`src/rtl/avalon_st_if.sv`:
```
// Avalon-ST style message channel: data beat with sop/eop/empty framing and ready/valid flow control.
interface avalon_st_if #(
    parameter int DATA_WIDTH_IN_BYTES = 16
);
    localparam int EMPTY_W = $clog2(DATA_WIDTH_IN_BYTES);

    logic [DATA_WIDTH_IN_BYTES*8-1:0] data;
    logic                             valid;
    logic                             rdy;
    logic                             sop;
    logic                             eop;
    logic [EMPTY_W-1:0]               empty;

    modport master (
        output data, valid, sop, eop, empty,
        input  rdy
    );

    modport slave (
        input  data, valid, sop, eop, empty,
        output rdy
    );
endinterface

```
`src/rtl/avalon_st_packetizer.sv`:
```
// Frames an unframed word stream into an Avalon-ST message sized by a byte-length command.
// Optional macro AVALON_PACKETIZER_B2B_EN lets the next command be taken on the eop beat (no idle gap).
module avalon_st_packetizer #(
    parameter int DATA_WIDTH_IN_BYTES = 16,
    parameter int MAX_MSG_LEN_BYTES   = 4096,
    parameter int G_RST_POLARITY      = 0,
    localparam int EMPTY_W            = $clog2(DATA_WIDTH_IN_BYTES),
    localparam int LEN_W              = $clog2(MAX_MSG_LEN_BYTES + 1)
) (
    input  logic                             clk,
    input  logic                             rst,
    input  logic                             cmd_valid,
    input  logic [LEN_W-1:0]                 cmd_len,
    output logic                             cmd_rdy,
    input  logic                             raw_valid,
    input  logic [DATA_WIDTH_IN_BYTES*8-1:0] raw_data,
    output logic                             raw_rdy,
    avalon_st_if.master                      msg_out,
    output logic                             busy,
    output logic                             len_error
);

    typedef enum logic {
        IDLE = 1'b0,
        SEND = 1'b1
    } state_t;

    state_t             r_state;
    logic [LEN_W-1:0]   r_remaining;
    logic               r_first;
    logic               r_len_error;

    logic                             w_send;
    logic                             w_drive;
    logic                             w_eop;
    logic                             w_xfer;
    logic                             w_cmd_hs;
    logic                             w_cmd_legal;
    logic [EMPTY_W-1:0]               w_empty;
    logic [DATA_WIDTH_IN_BYTES*8-1:0] w_data;

    assign w_send      = (r_state == SEND);
    assign w_drive     = w_send & raw_valid;
    assign w_eop       = (r_remaining <= LEN_W'(DATA_WIDTH_IN_BYTES));
    assign w_xfer      = w_drive & msg_out.rdy;
    assign w_cmd_legal = (cmd_len >= LEN_W'(1)) && (cmd_len <= LEN_W'(MAX_MSG_LEN_BYTES));
    assign w_cmd_hs    = cmd_valid & cmd_rdy;

    // Only the low bits of remaining matter on the last beat, where remaining <= beat width.
    assign w_empty = w_eop ? (EMPTY_W'(DATA_WIDTH_IN_BYTES) - r_remaining[EMPTY_W-1:0]) : '0;

`ifdef AVALON_PACKETIZER_B2B_EN
    assign cmd_rdy = ~w_send | (w_xfer & w_eop);
`else
    assign cmd_rdy = ~w_send;
`endif

    // Unused bytes of the final beat sit at the low byte lanes.
    for (genvar gi = 0; gi < DATA_WIDTH_IN_BYTES; gi++) begin : g_byte
        assign w_data[gi*8 +: 8] = (w_empty > EMPTY_W'(gi)) ? 8'h00 : raw_data[gi*8 +: 8];
    end

    assign msg_out.valid = w_drive;
    assign msg_out.sop   = w_drive & r_first;
    assign msg_out.eop   = w_drive & w_eop;
    assign msg_out.empty = w_drive ? w_empty : '0;
    assign msg_out.data  = w_drive ? w_data : '0;
    assign raw_rdy       = w_send & msg_out.rdy;
    assign busy          = w_send;
    assign len_error     = r_len_error;

    always_ff @(posedge clk or negedge rst) begin
        if (rst == 1'(G_RST_POLARITY)) begin
            r_state     <= IDLE;
            r_remaining <= '0;
            r_first     <= 1'b0;
            r_len_error <= 1'b0;
        end else begin
            r_len_error <= 1'b0;
            case (r_state)
                IDLE: begin
                    if (w_cmd_hs) begin
                        if (w_cmd_legal) begin
                            r_remaining <= cmd_len;
                            r_first     <= 1'b1;
                            r_state     <= SEND;
                        end else begin
                            r_len_error <= 1'b1;
                        end
                    end
                end
                SEND: begin
                    if (w_xfer) begin
                        r_first <= 1'b0;
                        if (w_eop) begin
                            r_state <= IDLE;
`ifdef AVALON_PACKETIZER_B2B_EN
                            if (w_cmd_hs) begin
                                if (w_cmd_legal) begin
                                    r_remaining <= cmd_len;
                                    r_first     <= 1'b1;
                                    r_state     <= SEND;
                                end else begin
                                    r_len_error <= 1'b1;
                                end
                            end
`endif
                        end else begin
                            r_remaining <= r_remaining - LEN_W'(DATA_WIDTH_IN_BYTES);
                        end
                    end
                end
                default: r_state <= IDLE;
            endcase
        end
    end

endmodule
```
`src/flat_wrapper.sv`:
```
// flat-port wrapper written by rule: the top's interface ports become plain ports
module avalon_st_packetizer_flat 
#(
    parameter int DATA_WIDTH_IN_BYTES = 16,
    parameter int MAX_MSG_LEN_BYTES   = 4096,
    parameter int G_RST_POLARITY      = 0,
    localparam int EMPTY_W            = $clog2(DATA_WIDTH_IN_BYTES),
    localparam int LEN_W              = $clog2(MAX_MSG_LEN_BYTES + 1)
)
  (clk, rst, cmd_valid, cmd_len, cmd_rdy, raw_valid, raw_data, raw_rdy, busy, len_error, msg_out_data, msg_out_valid, msg_out_sop, msg_out_eop, msg_out_empty, msg_out_rdy);
  avalon_st_if #(.DATA_WIDTH_IN_BYTES(DATA_WIDTH_IN_BYTES)) msg_out_i ();
  input  logic clk;
  input  logic rst;
  input  logic cmd_valid;
  input  logic [LEN_W-1:0] cmd_len;
  output logic cmd_rdy;
  input  logic raw_valid;
  input  logic [DATA_WIDTH_IN_BYTES*8-1:0] raw_data;
  output logic raw_rdy;
  output logic busy;
  output logic len_error;
  output wire logic [$bits(msg_out_i.data)-1:0] msg_out_data;
  output wire logic [$bits(msg_out_i.valid)-1:0] msg_out_valid;
  output wire logic [$bits(msg_out_i.sop)-1:0] msg_out_sop;
  output wire logic [$bits(msg_out_i.eop)-1:0] msg_out_eop;
  output wire logic [$bits(msg_out_i.empty)-1:0] msg_out_empty;
  input wire logic [$bits(msg_out_i.rdy)-1:0] msg_out_rdy;
  assign msg_out_data = msg_out_i.data;
  assign msg_out_valid = msg_out_i.valid;
  assign msg_out_sop = msg_out_i.sop;
  assign msg_out_eop = msg_out_i.eop;
  assign msg_out_empty = msg_out_i.empty;
  assign msg_out_i.rdy = msg_out_rdy;
  avalon_st_packetizer #(.DATA_WIDTH_IN_BYTES(DATA_WIDTH_IN_BYTES), .MAX_MSG_LEN_BYTES(MAX_MSG_LEN_BYTES), .G_RST_POLARITY(G_RST_POLARITY)) u_core (.clk(clk), .rst(rst), .cmd_valid(cmd_valid), .cmd_len(cmd_len), .cmd_rdy(cmd_rdy), .raw_valid(raw_valid), .raw_data(raw_data), .raw_rdy(raw_rdy), .msg_out(msg_out_i), .busy(busy), .len_error(len_error));
endmodule
```
`config.mk`:
```
export PLATFORM = sky130hd
export DESIGN_NAME = avalon_st_packetizer_flat
export DESIGN_NICKNAME = d
export VERILOG_FILES = /design/src/rtl/avalon_st_if.sv /design/src/rtl/avalon_st_packetizer.sv /design/src/flat_wrapper.sv
export SDC_FILE = /design/constraint.sdc
export NUM_CORES = 1
export LEC_CHECK = 0
export ABC_AREA = 0
export CORE_AREA = 2 2 110 112
export DETAILED_ROUTE_END_ITERATION = 10
export DIE_AREA = 0 0 112 114
export GPL_TIMING_DRIVEN = 0
export PLACE_DENSITY = 0.69
export SYNTH_ARGS = -nofsm -noshare
export SYNTH_HDL_FRONTEND = slang
export SYNTH_SLANG_ARGS = --single-unit
```
`constraint.sdc`:
```
create_clock -name clk -period 3.19 [get_ports clk]
set_input_delay 0.638 -clock clk [delete_from_list [all_inputs] [get_ports clk]]
set_output_delay 0.638 -clock clk [all_outputs]
set_load 0.02 [all_outputs]
```
Word level (Yosys, flattened, before mapping)
Index checks and enable logic that the tools add are counted.
{ "totals": {"register_bits": 16, "inputBits": 146, "out_inout_bits": 139, "word_cells": 75} }
{ "op_classes": {"add_sub_neg": 2, "n_lt_le_gt_ge": 19, "eq_ne": 4, "muxes": 36, "bitwise": 7, "reduce_logical": 3} }
{ "ops": {"columns": ["operator", "count"], "rows": [
  ["two-way mux 128 bit", 1],
  ["two-way mux 8 bit", 16],
  ["two-way mux 13 bit", 4],
  ["> comparator 4 bit (second input constant)", 8],
  ["one-hot mux 13 bit (2 select lines)", 1],
  ["> comparator 4 x 3 -> 1 bit (second input constant)", 4],
  ["greater-or-equal comparator 13 x 1 -> 1 bit (second input constant)", 1],
  ["<= comparator 13 bit (second input constant)", 1],
  ["<= comparator 13 x 5 -> 1 bit (second input constant)", 1],
  ["subtractor 13 x 5 -> 13 bit (second input constant)", 1],
  ["two-way mux 1 bit", 10],
  ["> comparator 4 x 1 -> 1 bit (second input constant)", 2],
  ["> comparator 4 x 2 -> 1 bit (second input constant)", 2],
  ["two-way mux 4 bit", 2],
  ["inequality test 2 bit (second input constant)", 4],
  ["bitwise AND 1 bit", 6],
  ["one-hot mux 1 bit (2 select lines)", 2],
  ["AND reduction 4 bit", 1],
  ["subtractor 1 x 4 -> 4 bit (first input constant)", 1],
  ["AND reduction 3 bit", 1],
  ["logical AND 1 bit", 1],
  ["inverter 1 bit", 1]
]} }

Logic depth before layout (Yosys ltp)
Gate-level depths: netlist (run 1).
{ "logic_depth": {"ltp_word": 5, "depth_mapped": 8, "ltp_nobuf": 7} }

Worst setup path before layout (run 1)
OpenSTA, ideal clock, no wires.
{ "synth_timing": {"path_kind": "register to output", "from": "reg u_core.r_remaining[0]", "to": "out msg_out_data[0]", "arrival_time_ps": 1908, "required_ps": 2552, "path_slack_ps": 644, "stages_incl_launch_ff": 8, "n_path_buf": 1, "path_cell_list": "dfrtp_1 inv_1 ha_1 and4bb_1 o211a_1 buf_2 a21oi_1 and2_1"} }
{ "synth_between": {"elab_chain_len": 5, "elab_cells_between_ends": 6, "classes_between": "1 x add/sub; 2 x order compare; 3 x mux"} }
{ "synth_lines": {"columns": ["element", "line", "rtl"], "rows": [
  ["start, declared", "avalon_st_packetizer.sv:29", "logic [LEN_W-1:0] r_remaining;"],
  ["start signal, assigned", "avalon_st_packetizer.sv:84", "r_remaining <= cmd_len;"],
  ["start signal, assigned", "avalon_st_packetizer.sv:109", "r_remaining <= r_remaining - LEN_W'(DATA_WIDTH_IN_BYTES);"],
  ["<= comparator 13 x 5 -> 1 bit or subtractor 1 x 4 -> 4 bit (tied branches)", "avalon_st_packetizer.sv:44, avalon_st_packetizer.sv:50", null],
  ["two-way mux 4 bit (*)", "avalon_st_packetizer.sv:50", "assign w_empty = w_eop ? (EMPTY_W'(DATA_WIDTH_IN_BYTES) - r_remaining[EMPTY_W-1:0]) : '0;"],
  ["> comparator 4 x 1 -> 1 bit (*)", "avalon_st_packetizer.sv:60", "assign w_data[gi*8 +: 8] = (w_empty > EMPTY_W'(gi)) ? 8'h00 : raw_data[gi*8 +: 8];"],
  ["two-way mux 8 bit (*)", "avalon_st_packetizer.sv:60", null],
  ["two-way mux 128 bit (*)", "avalon_st_packetizer.sv:67", "assign msg_out.data = w_drive ? w_data : '0;"],
  ["end, declared", "flat_wrapper.sv:22", "output wire logic [$bits(msg_out_i.data)-1:0] msg_out_data;"]
]} }
Every way passes the cells marked *; elsewhere a longest branch is shown, timed or not.

Worst setup path after layout (run 1)
{ "layout_timing": {"from": "in raw_valid", "to": "out msg_out_data[82]"} }
{ "layout_between": {"elab_chain_len": 2} }
{ "layout_lines": {"columns": ["element", "line", "rtl"], "rows": [
  ["start, declared", "flat_wrapper.sv:17", "input logic raw_valid;"],
  ["bitwise AND 1 bit", "avalon_st_packetizer.sv:43", "assign w_drive = w_send & raw_valid;"],
  ["two-way mux 128 bit", "avalon_st_packetizer.sv:67", null]
]} }
No other way between the ends.

==> metrics.json, run 1 <==
{
  "outcome": "completed",
  "finalWeightedCongestion": 0.8645,
  "count_of_nets_left_with_antenna_violations_after_detail_routing": 0,
  "layout.area.seq_sq_um": 402.9,
  "tritoncts.num_buffers": 3,
  "synth.ff_latch_count": 16,
  "hold_viol_final": 0,
  "finalSetupViolations": 0,
  "wire_length_of_the_first_global_routing_pass_um": 16870,
  "multi_input_area_sq_um": 1789,
  "grt_overflow": 0,
  "detail_route.first_pass.iterations": 4,
  "leakage_nw": 2.653,
  "design.core.area_sq_um": 11710,
  "ys_async_sr_fraction_pct": 100.0,
  "cts_num_sinks": 16,
  "cts_root_buf": "sky130_fd_sc_hd__clkbuf_16",
  "clk_transition_reported_paths_ns": 0.05,
  "clock_latency_ns": 0.25,
  "port_buffers": 284,
  "vias": 3205,
  "finClkSkew_ns": 0.001399,
  "placement_rows": 40,
  "non_filler_cell_area_final_sq_um": 5369,
  "synthDistinctLibCells": 49,
  "syn-num-nets": 434,
  "final.period_utilization_pct": 97.08,
  "initial_core_utilization_pct": 17.99,
  "via_count_of_the_first_global_routing_pass": 3030,
  "synth_common_cells": "122 x sky130_fd_sc_hd__and2_1, 16 x sky130_fd_sc_hd__dfrtp_1, 16 x sky130_fd_sc_hd__nor2_1",
  "vias_per_cell": 4.361,
  "path_category_of_the_worst_min_delay_check": "register to register",
  "fmax_mhz": 322.9,
  "ctsHoldBuffers": 0,
  "ratio_of_cells_with_drive_above_1_in_the_final_layout_pct": 11.22,
  "synth_seq_area_share_pct": 19.00,
  "place_area_sq_um": 5134,
  "yosys_warnings": 0,
  "post_synth_main_area_contributors": "sky130_fd_sc_hd__and2_1 36%, sky130_fd_sc_hd__dfrtp_1 19%, sky130_fd_sc_hd__a21oi_2 3.7%",
  "grt_antenna_before_repair": 0,
  "gr-usage-all-layers_pct": 16.55,
  "post_synth_instance_area_sq_um": 2107,
  "route.detailed.drc": 0,
  "ys.flop_type": "sky130_fd_sc_hd__dfrtp_1",
  "tritoncts": "yes",
  "maxSlewHeadroom_pct": 49.76,
  "finalNonFillerCells": 735,
  "setup_total_negative_slack_ns": 0,
  "antenna_fix_cells": 0,
  "hpwlAfterDp_um": 10140,
  "unrepaired_setup_endpoints_after_global_routing": "no",
  "required_ns": 2.55,
  "grt_max_degree": 17,
  "ios": 285,
  "fillerInstances": 1183,
  "placedCellCount": 716,
  "critPathCaptureType": "primary output",
  "finish.net_count": 738,
  "synth_largest_type_area_fraction_pct": 36.22,
  "max_transition_viols_final": 0,
  "power-per-cell-area_nw_per_um2": 496.6,
  "post_synth.cell_area_avg_sq_um": 7.393,
  "routed_wirelength_um": 11830,
  "vdd_drop_max_uv": 371.9,
  "worst-path-max-fanout": 10,
  "die_w_um": 112,
  "totalPowerFinal_mw": 2.666,
  "cts_max_path_buffers": 2,
  "min_period_ns": 3.097,
  "fp.dieArea_sq_um": 12770,
  "drt_first_iter_violations": 114,
  "htree_levels": 1,
  "timing.setup.critical_path_class": "primary input to primary output",
  "max-cap-violations": 0,
  "yosysTopAreaCell": "sky130_fd_sc_hd__and2_1",
  "area.growth.synth_to_final_pct": 154.8,
  "worst_slew_pin_slew_ns": 0.7512,
  "synth_enable_flop_cells": 0,
  "crit_arrival_ns": 2.46,
  "average_wire_per_standard_cell_um": 16.10,
  "post-synth-top-count-cell": "sky130_fd_sc_hd__and2_1",
  "floorplan.die.height_um": 114,
  "synthesis.instances": 285,
  "setup.worst_path.start_class": "primary input"
}
## sequential cells by signal, summed over array words and instances (netlist names)
| name | cells |
|---|---|
| u_core.r_first | 1 |
| u_core.busy | 1 |
| u_core.len_error | 1 |
| u_core.r_remaining | 13 |
## critical path, stage by stage
cell,delay (ns)
sky130_fd_sc_hd__clkdlybuf4s50_1,0.58
sky130_fd_sc_hd__nand2_4,0.18
sky130_fd_sc_hd__buf_6,0.22
sky130_fd_sc_hd__a21oi_4,0.20
sky130_fd_sc_hd__buf_4,0.16
sky130_fd_sc_hd__buf_4,0.10
sky130_fd_sc_hd__and2_1,0.11
sky130_fd_sc_hd__clkdlybuf4s15_2,0.25
## cell usage in the layout (no fill, tap or decap), types with 3 or more instances in the layout
cell type	count
sky130_fd_sc_hd__a21oi_1	8
sky130_fd_sc_hd__a21oi_4	11
sky130_fd_sc_hd__and2_1	122
sky130_fd_sc_hd__and3_1	10
sky130_fd_sc_hd__buf_4	16
sky130_fd_sc_hd__clkbuf_16	3
sky130_fd_sc_hd__clkbuf_2	5
sky130_fd_sc_hd__clkdlybuf4s50_1	159
sky130_fd_sc_hd__dfrtp_1	14
sky130_fd_sc_hd__dlygate4sd2_1	108
sky130_fd_sc_hd__dlymetal6s2s_1	9
sky130_fd_sc_hd__inv_1	12
sky130_fd_sc_hd__mux2_2	4
sky130_fd_sc_hd__nand2_1	12
sky130_fd_sc_hd__nand3_1	3
sky130_fd_sc_hd__nor2_1	13
sky130_fd_sc_hd__nor2_4	4
sky130_fd_sc_hd__nor3_1	3
sky130_fd_sc_hd__nor4_1	3
sky130_fd_sc_hd__o21ai_0	11
sky130_fd_sc_hd__o21ai_1	3
sky130_fd_sc_hd__o22ai_1	3
## what timing repair did
action,4_1_cts,5_1_grt
hold endpoints to repair,0,0
setup buffers,11,4
endpoints found under the setup margin,126,67
pin swaps,6,4
resized for setup,148,26
## area by class of cell
cell class / instances / share of cell area, %
Multi-Input combinational cell: 250 / 33.33
Buffer: 6 / 0.6525
Clock buffer: 4 / 1.655
Timing Repair Buffer: 299 / 52.53
Sequential cell: 16 / 7.504
Tap cell: 147 / 3.426
Inverter: 13 / 0.9089
## layer usage
metal	vias to the layer above	part of all wire, %	GRT usage [%]
li1	1563	-	-
met1	1477	38	19.10
met2	150	54	31.92
met3	15	6.7	3.135
met4	0	1.7	3.171
met5	-	0	0
## worst paths after layout
path | slack, ns | end | depth (start not counted) | startpoint
worst max register to register | 0.80 | u_core.r_remaining[7] | 9 | u_core.r_remaining[0]
worst min register to register | 0.49 | u_core.r_first | 2 | u_core.r_first
worst min-delay path | 0.49 | u_core.r_first | 2 | u_core.r_first
max in group asynchronous | 1.84 | u_core.r_remaining[1] | 1 | rst
min in group asynchronous | 0.83 | u_core.r_remaining[7] | 1 | rst
worst max-delay path | 0.09 | msg_out_data[82] | 8 | raw_valid
## logic make-up (layout without fill, tap and decap cells)
group	Yosys count	count (layout)	synth area share, %
simple gates	186	186	53.39
mux	6	6	3.088
xor+xnor	3	3	1.960
flops	16	16	19.00
compound gates	52	52	17.28
fa+ha+maj	3	3	1.782
buf+inv	19	322	3.504
## where the power goes
part	internal [mW]	leakage, nW	switching (mW)
clock	0.191	0.0442	0.0840
sequential	0.290	0.192	0.114
combinational	0.872	2.42	1.12
## through the flow
step	worst slack [ns]	utilization, %	hold slack (ns)
global placement	-0.5327	43.84	0.4639
global route	0.000007327	45.84	0.5370
detailed placement	-0.5658	43.84	0.4804
CTS	-0.1190	45.35	0.4916
finish	0.09311	45.84	0.4876
floorplan	0.6436	-	0.3424
(Power assumes the default switching activity.)
==> run 2: changes to the inputs <==
- HOLD_SLACK_MARGIN: default -> 0.12
==> results of run 2 <==
Final layout, timing and power as in run 1 (identical DEF).
==> run 3: changes to the inputs <==
- SETUP_SLACK_MARGIN: default -> 0.15
==> run 3 against run 2 <==
Largest power group unchanged. Core utilization fell by 1.5 points. Global-route usage rose by 0.21 points. Sequential power fell by 1%.
==> metrics.json, run 3 (synthesized netlist as in run 1, its figures left out) <==
{
  "dpl_worst_slack": {"value": -0.5658, "unit": "ns", "change": "unchanged"},
  "routed_wirelength": {"value": 11900, "unit": "um", "change": "+0.55%"},
  "area.growth.synth_to_final_pct": 146.2,
  "rr_worst_depth": {"value": 9, "change": "unchanged"},
  "timing.setup.critical_path_class": "register to primary output",
  "detail_route.first_pass.iterations": {"value": 4, "change": "unchanged"},
  "htree_levels": {"value": 1, "change": "unchanged"},
  "grt_antenna_before_repair": {"value": 0, "change": "unchanged"},
  "timing.hold.worst_path_depth": {"value": 2, "change": "unchanged"},
  "required": {"value": 2.55, "unit": "ns", "change": "about the same"},
  "floorplan.die.height": {"value": 114, "unit": "um", "change": "unchanged"},
  "fmax": {"value": 332.1, "unit": "MHz", "change": "+2.8%"},
  "critPathCaptureType": "primary output",
  "max_transition_viols_final": {"value": 0, "change": "unchanged"},
  "crit_path_frequent_cell": "sky130_fd_sc_hd__buf_4",
  "drt_first_iter_violations": {"value": 131, "change": "+15%"},
  "final.period_utilization": {"value": 94.41, "unit": "%", "change": "-2.7 points"},
  "tritoncts.num_buffers": {"value": 3, "change": "unchanged"},
  "hold_viol_final": {"value": 0, "change": "unchanged"},
  "cts_max_path_buffers": {"value": 2, "change": "unchanged"},
  "setup.worst_path.start_class": "register",
  "ios": {"value": 285, "change": "unchanged"},
  "die_w": {"value": 112, "unit": "um", "change": "unchanged"},
  "placement_rows": {"value": 40, "change": "unchanged"},
  "hpwlAfterDp": {"value": 10140, "unit": "um", "change": "unchanged"},
  "outcome": "completed",
  "vias_per_cell": {"value": 4.311, "change": "-1.1%"},
  "antenna_fix_cells": {"value": 0, "change": "unchanged"},
  "leakage": {"value": 2.368, "unit": "nW", "change": "-11%"},
  "cts_num_sinks": {"value": 16, "change": "unchanged"},
  "registers.top_by_ff_count": "u_core.r_remaining",
  "worst_slew_pin_slew": {"value": 0.7386, "unit": "ns", "change": "-0.01263 ns"},
  "worst-path-max-fanout": {"value": 4, "change": "-6"},
  "route.detailed.drc": {"value": 0, "change": "unchanged"},
  "design.core.area": {"value": 11710, "unit": "sq um", "change": "unchanged"},
  "port_buffers": {"value": 284, "change": "unchanged"},
  "number_of_flip_flops_in_the_largest_register": {"value": 13, "change": "unchanged"},
  "layout.cells.most_common_list": "159 x sky130_fd_sc_hd__clkdlybuf4s50_1, 121 x sky130_fd_sc_hd__and2_1, 52 x sky130_fd_sc_hd__clkbuf_2",
  "unrepaired_setup_endpoints_after_global_routing": "yes",
  "vdd_drop_max": {"value": 359.4, "unit": "uV", "change": "-3.4%"},
  "ratio_of_cells_with_drive_above_1_in_the_final_layout": {"value": 21.86, "unit": "%", "change": "+11 points"},
  "average_wire_per_standard_cell": {"value": 16.14, "unit": "um", "change": "+0.28%"},
  "fp.dieArea": {"value": 12770, "unit": "sq um", "change": "unchanged"},
  "wire_length_of_the_first_global_routing_pass": {"value": 17100, "unit": "um", "change": "+1.4%"},
  "finClkSkew": {"value": 0.001439, "unit": "ns", "change": "+0.00004030 ns"},
  "min_period": {"value": 3.012, "unit": "ns", "change": "-0.08532 ns"},
  "crit_arrival": {"value": 2.37, "unit": "ns", "change": "-0.09 ns"},
  "via_count_of_the_first_global_routing_pass": {"value": 3082, "change": "+1.7%"},
  "setup_total_negative_slack": {"value": 0, "unit": "ns", "change": "unchanged"},
  "path_cells": "inv_1 -> ha_4 -> and4bb_2 -> o211ai_4 -> buf_4 -> nor2_4 -> a21oi_4 -> buf_4 -> buf_4 -> and2_1 -> buf_2",
  "maxSlewHeadroom": {"value": 50.61, "unit": "%", "change": "+0.84 points"},
  "layout_commonest_cell": "sky130_fd_sc_hd__clkdlybuf4s50_1",
  "clk_transition_reported_paths": {"value": 0.05, "unit": "ns", "change": "about the same"},
  "cts_root_buf": "sky130_fd_sc_hd__clkbuf_16",
  "tritoncts": "yes",
  "grt_overflow": {"value": 0, "change": "unchanged"},
  "finish.net_count": {"value": 740, "change": "+0.27%"},
  "final_critical_path_setup_slack": {"value": 0.1784, "unit": "ns", "change": "+0.08532 ns"},
  "totalPowerFinal": {"value": 2.665, "unit": "mW", "change": "about the same"},
  "count_of_nets_left_with_antenna_violations_after_detail_routing": {"value": 0, "change": "unchanged"},
  "power-per-cell-area": {"value": 513.7, "unit": "nW/um^2", "change": "+3.4%"},
  "grt_max_degree": {"value": 17, "change": "unchanged"},
  "initial_core_utilization": {"value": 17.99, "unit": "%", "change": "unchanged"},
  "vias": {"value": 3177, "change": "-0.87%"},
  "clock_latency": {"value": 0.25, "unit": "ns", "change": "about the same"},
  "finalWeightedCongestion": {"value": 0.8645, "change": "unchanged"},
  "gr-usage-all-layers": {"value": 16.75, "unit": "%", "change": "+0.21 points"},
  "path_category_of_the_worst_min_delay_check": "register to register",
  "max-cap-violations": {"value": 0, "change": "unchanged"},
  "slowest_stage": "sky130_fd_sc_hd__dfrtp_2",
  "finalSetupViolations": {"value": 0, "change": "unchanged"},
  "crit_path_max_incr_delay": {"value": 0.40, "unit": "ns", "change": "-0.18 ns"}
}
==> run 3: repair_timing <==
item                       4_1_cts  5_1_grt
pin swaps                        8        7
hold buffers                     0        0
gates resized for setup        209      129
setup endpoints to repair      126      122
buffers inserted                15        2
==> run 3: per-stage QoR <==
step	hold slack, ns	cell area (sq um)	std cells	util (%)
finish	0.4924	5187	737	44.29
global placement	0.4639	5134	716	43.84
floorplan	0.3424	2107	285	-
global route	0.5370	5187	737	44.29
detailed placement	0.4804	5134	716	43.84
CTS	0.4916	5416	735	46.25
==> run 3: worst paths after layout <==
check                                 startpoint                    end  slack [ns]
hold reg to reg                   u_core.r_first         u_core.r_first        0.49
min in group asynchronous                    rst  u_core.r_remaining[7]        0.82
max in group asynchronous                    rst  u_core.r_remaining[0]        1.85
hold / removal                    u_core.r_first         u_core.r_first        0.49
setup / recovery           u_core.r_remaining[0]       msg_out_data[82]        0.18
setup reg to reg           u_core.r_remaining[0]  u_core.r_remaining[7]        0.86
==> run 3: routing by layer <==
layer / routed length [um] / GRT usage, %
met1: 4500 / 19.30
met2: 6398 / 32.40
met3: 845 / 3.082
met4: 153 / 3.252
met5: 0 / 0
==> run 3: area by class of cell <==
type	count	area [sq um]
sequential	16	401.6
inverter	13	48.80
multi-input combinational	250	1815
tap	147	183.9
fill	1201	6524
clock buffer	4	88.84
timing repair buffer	301	2613
buffer	6	36.28
==> run 3: power breakdown <==
| part | switching [mW] | total (mW) | internal, mW |
|---|---|---|---|
| Clock | 0.0846 | 0.276 | 0.191 |
| Combinational | 1.14 | 1.99 | 0.853 |
| Sequential | 0.111 | 0.400 | 0.289 |
| Total | 1.33 | 2.66 | 1.33 |
==> run 3: worst max-delay path: cells and delay by family, from the launching register on <==
kind	cells	cell delay, ns
and+or+nand+nor	3	0.58
DFF	1	0.40
buffers and inverters	5	0.72
adders and majority gates	1	0.20
AOI/OAI and AO/OA	2	0.21
